[src/rtl/interrupt_drain_controller_pkg.sv]
// Shared types and constants for the interrupt drain controller.
package InterruptTypes;

  typedef enum logic [1:0] {
    IDLE    = 2'd0,
    DRAIN   = 2'd1,
    TAKE    = 2'd2,
    RELEASE = 2'd3
  } InterruptDrainState;

  localparam int INT_DRAIN_TIMEOUT_DEFAULT = 1024;
  localparam int IRQ_CODE_MAX_WIDTH        = 8;
  localparam int DRAIN_COUNT_WIDTH         = 16;

  // Fixed-width carriers; the counter covers timeouts up to 65536 cycles.
  typedef logic [IRQ_CODE_MAX_WIDTH-1:0] IrqCodePath;
  typedef logic [DRAIN_COUNT_WIDTH-1:0]  DrainCountPath;

endpackage

[src/rtl/interrupt_drain_controller_encoder.sv]
// Combinational lowest-index-first priority encoder over the masked interrupt lines.
module irq_priority_encoder #(
  parameter int NUM_IRQ_SOURCES = 8,
  parameter int IRQ_CODE_WIDTH  = $clog2(NUM_IRQ_SOURCES)
) (
  input  logic [NUM_IRQ_SOURCES-1:0] i_req,
  output logic                       o_valid,
  output logic [IRQ_CODE_WIDTH-1:0]  o_code
);

  assign o_valid = |i_req;

  // Scanning downward lets the lowest set index overwrite any higher one.
  always_comb begin
    o_code = '0;
    for (int i = NUM_IRQ_SOURCES - 1; i >= 0; i--) begin
      if (i_req[i]) begin
        o_code = IRQ_CODE_WIDTH'(i);
      end
    end
  end

endmodule

[src/rtl/interrupt_drain_controller.sv]
// Requests NP-stage bubbles for an enabled interrupt, waits for an empty pipeline,
// then presents exactly one interrupt to the CSR/trap unit until it is acknowledged.
module interrupt_drain_controller
  import InterruptTypes::*;
#(
  parameter int NUM_IRQ_SOURCES      = 8,
  parameter int DRAIN_TIMEOUT_CYCLES = INT_DRAIN_TIMEOUT_DEFAULT,
  parameter int IRQ_CODE_WIDTH       = $clog2(NUM_IRQ_SOURCES)
) (
  input  logic                       clk,
  input  logic                       rst,
  input  logic [NUM_IRQ_SOURCES-1:0] irqPending,
  input  logic [NUM_IRQ_SOURCES-1:0] irqEnable,
  input  logic                       globalIntEnable,
  input  logic                       wholePipelineEmpty,
  input  logic                       cmStageFlushUpper,
  input  logic                       interruptAck,
  output logic                       npStageSendBubbleLowerForInterrupt,
  output logic                       interruptReq,
  output logic [IRQ_CODE_WIDTH-1:0]  interruptCode,
  output logic                       drainTimeout
);

  localparam DrainCountPath CNT_LAST = DrainCountPath'(DRAIN_TIMEOUT_CYCLES - 1);

  logic [NUM_IRQ_SOURCES-1:0] w_masked;
  logic                       w_irq_valid;
  logic [IRQ_CODE_WIDTH-1:0]  w_irq_code;
  logic                       w_eligible;

  InterruptDrainState         r_state;
  DrainCountPath              r_cnt;
  logic [IRQ_CODE_WIDTH-1:0]  r_code_lat;
  logic                       r_bubble;
  logic                       r_req;
  logic [IRQ_CODE_WIDTH-1:0]  r_code;
  logic                       r_timeout;

  InterruptDrainState         w_state_next;
  DrainCountPath              w_cnt_next;
  logic [IRQ_CODE_WIDTH-1:0]  w_code_lat_next;
  logic                       w_timeout_next;

  assign w_masked   = irqPending & irqEnable;
  assign w_eligible = globalIntEnable & w_irq_valid;

  irq_priority_encoder #(
    .NUM_IRQ_SOURCES(NUM_IRQ_SOURCES),
    .IRQ_CODE_WIDTH (IRQ_CODE_WIDTH)
  ) u_irq_priority_encoder (
    .i_req  (w_masked),
    .o_valid(w_irq_valid),
    .o_code (w_irq_code)
  );

  always_comb begin
    w_state_next    = r_state;
    w_cnt_next      = '0;
    w_code_lat_next = r_code_lat;
    w_timeout_next  = 1'b0;
    case (r_state)
      IDLE: begin
        if (w_eligible) begin
          w_state_next    = DRAIN;
          w_code_lat_next = w_irq_code;
        end
      end
      DRAIN: begin
        w_cnt_next = (r_cnt == CNT_LAST) ? r_cnt : r_cnt + DrainCountPath'(1);
        // A nonzero count proves the bubble was up a full cycle before empty is trusted.
        if (!w_eligible) begin
          w_state_next = IDLE;
        end else if (wholePipelineEmpty && !cmStageFlushUpper && (r_cnt != '0)) begin
          w_state_next = TAKE;
        end else if (r_cnt == CNT_LAST) begin
          w_state_next   = IDLE;
          w_timeout_next = 1'b1;
        end
      end
      TAKE: begin
        if (interruptAck) begin
          w_state_next = RELEASE;
        end
      end
      RELEASE: begin
        w_state_next = IDLE;
      end
      default: begin
        w_state_next = IDLE;
      end
    endcase
  end

  // Outputs are registered from the next state so they change in lockstep with r_state.
  always_ff @(posedge clk or posedge rst) begin
    if (rst) begin
      r_state    <= IDLE;
      r_cnt      <= '0;
      r_code_lat <= '0;
      r_bubble   <= 1'b0;
      r_req      <= 1'b0;
      r_code     <= '0;
      r_timeout  <= 1'b0;
    end else begin
      r_state    <= w_state_next;
      r_cnt      <= w_cnt_next;
      r_code_lat <= w_code_lat_next;
      r_bubble   <= (w_state_next == DRAIN) || (w_state_next == TAKE);
      r_req      <= (w_state_next == TAKE);
      r_code     <= (w_state_next == TAKE) ? w_code_lat_next : '0;
      r_timeout  <= w_timeout_next;
    end
  end

  assign npStageSendBubbleLowerForInterrupt = r_bubble;
  assign interruptReq                       = r_req;
  assign interruptCode                      = r_code;
  assign drainTimeout                       = r_timeout;

endmodule

[config.mk]
export PLATFORM = sky130hd
export DESIGN_NAME = interrupt_drain_controller
export DESIGN_NICKNAME = d
export VERILOG_FILES = /design/src/rtl/interrupt_drain_controller_pkg.sv /design/src/rtl/interrupt_drain_controller_encoder.sv /design/src/rtl/interrupt_drain_controller.sv
export SDC_FILE = /design/constraint.sdc
export NUM_CORES = 1
export LEC_CHECK = 0
export BUFFER_PORTS_ARGS = -buffer_cell sky130_fd_sc_hd__buf_2
export CAP_MARGIN = 10
export CORE_MARGIN = 5
export CORE_UTILIZATION = 49
export DETAILED_ROUTE_END_ITERATION = 6
export PLACE_DENSITY = 0.78
export SYNTH_ARGS = -nofsm -noshare
export SYNTH_HDL_FRONTEND = slang
export SYNTH_SLANG_ARGS = --single-unit
[constraint.sdc]
create_clock -name clk -period 2.5 [get_ports clk]
set_input_delay 0.125 -clock clk [delete_from_list [all_inputs] [get_ports clk]]
set_output_delay 0.125 -clock clk [all_outputs]
set_load 0.01 [all_outputs]
==> metrics.md <==
| Metric | Value |
|---|---|
| Outcome | `finished, violations left` |
| Failing checks | `hold timing` |
| Cell Rows | `20` |
| Critical Path Fanout Max | `6` |
| Crit path kind | `flip-flop to flip-flop` |
| Global route overflow | `0` |
| Drt total wl | `between 3000 and 4000 um` |
| Via count | `1401` |
| Switch share | `0.347` |
| Worst-path clk slew | `0.15 ns` |
| DRT Pass-1 Iters | `5` |
| Clk_skew | `0.00454 ns` |
| First-pass GRT wire length | `5860 um` |
| Critical Path RT | `2.71 ns` |
| Core ar. | `between 3000 and 4000 um^2` |
| Relative slew slack | `0.358` |
| CTS root buf | `clkbuf_4` |
| CTS tree | `yes` |
| Setup crit start kind | `flip-flop` |
| Number of distinct library cells after synthesis | `39` |
| H-tree depth | `1` |
| PD cells | `596 nW/um^2` |
| HPWL after DPL | `2590 um` |
| Reg power frac | `0.496` |
| Vias per cell | `6.14` |
| Height of the die | `65.4 um` |
| Utilization after layout | `0.605` |
| DR WL/cell | `about 15 um` |
| Die area | `between 4000 and 5000 um^2` |
| Synthesis-to-finish area growth | `20.9%` |
| Antenna viol nets, final | `0` |
| LEAKAGE | `between 0.8 and 0.9 nW` |
| Cells after DPL | `222` |
| Clock sink total | `27` |
| Setup tns final | `0 ns` |
| VDD IR-drop max | `0.400 mV` |
| Setup slack after layout | `0.116 ns` |
| Syn Area/Cell | `between 9 and 10 um^2` |
| Layout cells sized above 1 | `0.282` |
| WP data arrival | `2.59 ns` |
| Final Hold Vio Count | `5` |
| Drt drc | `0` |
| Logic gate share of total power | `0.331` |
| Final setup fails | `0` |
| Worst Hold Slack | `-0.00280 ns` |
| P_int | `~0.7 mW` |
| Worst Max-Slew Pin Slew | `0.962 ns` |
| Ant diodes | `0` |
| Max Root-Sink Buffers | `2` |
| DR iter-0 viols | `61` |
| Die width | `65.4 um` |
| Psw | `0.376 mW` |
| Clk pwr share | `0.173` |
| Post-synthesis sequential area ratio | `0.450` |
| TritonCTS buffer count | `3` |
| Final net count | `between 200 and 250` |
| Synth Instances | `155` |
| CTS Hold Buffers Added | `0` |
| Initial Util | `0.500` |
| Final Critical Period | `2.38 ns` |
| Slowest stage cell, crit path | `dfrtp_1` |
| Max frequency | `between 0.4 and 0.5 GHz` |
| FILL cells | `244` |
| Max-cap violations | `0` |
| Pin count of the biggest net entering global routing | `28` |
| Pre-CTS WS | `0.0565 ns` |
| Critical path's most frequent cell | `buf_4` |
| Tcrit/Tclk final | `0.954` |
| Worst setup EP type | `flip-flop` |
| Register bit count reported by yosys | `27` |
| Synth warn | `0` |
| Worst min path class | `input port to async pin` |
| Clk_lat worst skew | `~0.32 ns` |
| GPL Wtd Cong | `0.867` |
| I/O pin count | `28` |
| CP max stage delay | `between 0.4 and 0.5 ns` |
| Slew Limit Fails | `0` |
| Non-Filler Instances | `228` |
| Syn_nets | `181` |
| I/O Buffers | `27` |
| Tot GR Track Use | `0.169` |
| Critical path cell sequence | `buf_4, nor4_1, buf_4, nand4_1, a211oi_2, a221oi_4, ha_2, buf_4, nand3_1, o41ai_2` |
| Syn Std Cell Area | `1500 um^2` |
| Initial antenna violation count | `0` |
| Number of global-route vias before repair | `between 1000 and 1500` |
worst max-delay path: cells and delay by family (launching register included):
family                     cells  cell delay (ns)
AOI/OAI and AO/OA              3             0.57
and+or+nand+nor                3             0.59
DFF                            1             0.41
buffers and inverters          3             0.47
adders and majority gates      1             0.22
synthesized netlist by cell type:
master    count  area (um^2)
a221oi_1      1         8.76
o21a_1        2         15.0
a31oi_1       3         18.8
xnor2_1       5         43.8
o31ai_1       3         22.5
nor2_1       16         60.1
nor3b_1       2         15.0
o22a_1        2         17.5
or4_1         2         15.0
or2_2         1         6.26
and2b_2       1         8.76
or3_1         2         12.5
nand3_1       5         25.0
mux2i_1       3         30.0
or3_2         1         7.51
nand4_1       4         25.0
inv_1         7         26.3
a221o_1       1         10.0
o41ai_1       3         26.3
clkbuf_1      2         7.51
and2_1        4         25.0
ha_1          4         50.1
a21oi_1       6         30.0
a31o_2        1         8.76
o21ai_0       4         20.0
a22o_1        4         35.0
dfrtp_1      27          676
nand2b_1      2         12.5
nor3_1        3         15.0
or4_4         1         11.3
o311ai_0      1         8.76
nor4_1        7         43.8
a211oi_1      2         15.0
or3b_2        1         8.76
nand2_2       1         6.26
a32o_1        2         20.0
nand2_1      14         52.6
nor4_4        2         42.5
nor2b_1       3         18.8
flip-flops by register name, summed over array words and instances (netlist names):
name                                cells
r_cnt                                  16
interruptCode                           3
r_code_lat                              3
r_state                                 2
drainTimeout                            1
interruptReq                            1
npStageSendBubbleLowerForInterrupt      1
final timing paths:
kind                       slack, ns  cells after the start                         end                     from
setup / recovery                0.12                     10  interruptCode[0]$_DFF_PP0_    r_cnt[10]$_DFFE_PP0P_
setup reg to reg                0.12                     10  interruptCode[0]$_DFF_PP0_    r_cnt[10]$_DFFE_PP0P_
hold reg to reg                 0.49                      2     r_code_lat[0]$_DFF_PP0_  r_code_lat[0]$_DFF_PP0_
max in group asynchronous       1.92                      2        r_state[0]$_DFF_PP0_                      rst
hold / removal                -0.003                      2        r_cnt[5]$_DFFE_PP0P_                      rst
min in group clk                0.14                      3  interruptCode[0]$_DFF_PP0_             irqEnable[0]
stage by stage:
stage | total power, mW | cell area (um^2)
2_1_floorplan | 0.758 | 1500
3_3_place_gp | 0.859 | 1740
3_5_place_dp | 0.874 | 1740
4_1_cts | 1.06 | 1770
5_1_grt | 1.16 | 1820
6_report | 1.08 | 1820
cells in the final DEF (no fill, tap or decap), types with 3 or more instances in the layout:
cell type  netlist  layout
a22o_1           4       4
nor3_1           3       3
buf_4            0      11
o31ai_1          3       3
xnor2_1          5       5
nor2_1          16      16
nor4_1           7       7
nand2_1         14      14
ha_1             4       3
nor2b_1          3       3
clkbuf_4         0       3
a31oi_1          3       3
buf_2            0      27
nand4_1          4       4
mux2i_1          3       3
inv_1            7       7
dfrtp_1         27      27
o21ai_0          4       4
and2_1           4       4
a21oi_1          6       6
nand3_1          5       5
power by group through the flow:
| stage | logic [mW] | registers, mW | clock network (mW) |
|---|---|---|---|
| final | 0.358 | 0.537 | 0.187 |
| after global routing | 0.400 | 0.546 | 0.215 |
| after CTS | 0.331 | 0.537 | 0.190 |
| after detailed placement | 0.331 | 0.543 | 0 |
| after global placement | 0.316 | 0.543 | 0 |
| after floorplan | 0.216 | 0.543 | 0 |
per-layer routing:
metal	up-vias	share of wire	track usage
met4	0	0.020	0.0648
met1	669	0.41	0.196
met2	60	0.51	0.308
li1	658	-	-
met5	-	0	0
met3	14	0.055	0.0274
logic make-up (layout without fill, tap and decap cells):
logic type                 count (synthesis)  count (layout)  synth area share
DFF                                       27              27             0.450
AOI/OAI and AO/OA                         35              35             0.171
adders and majority gates                  4               4            0.0333
buffers and inverters                      9              49            0.0225
muxes                                      3               3            0.0200
xor gates and xnor gates                   5               5            0.0292
and+or+nand+nor                           72              72             0.274
final cells by class:
| class | count | area (um^2) | share of cell area |
|---|---|---|---|
| clock buffers | 3 | 22.5 | 0.0124 |
| clock inverters | 1 | 5.00 | 0.00276 |
| inverters | 7 | 26.3 | 0.0145 |
| multi-input cells | 119 | 827 | 0.456 |
| flip-flops and latches | 27 | 676 | 0.372 |
| well taps | 33 | 41.3 | 0.0227 |
| repair buffers | 38 | 218 | 0.120 |
repair_timing:
| action | in CTS | in global routing |
|---|---|---|
| gates resized for setup | 0 | 6 |
| setup buffers | 0 | 2 |
| setup endpoints to repair | 0 | 3 |
| hold endpoints to repair | 0 | 0 |
Power figures use the tool's default switching activity.
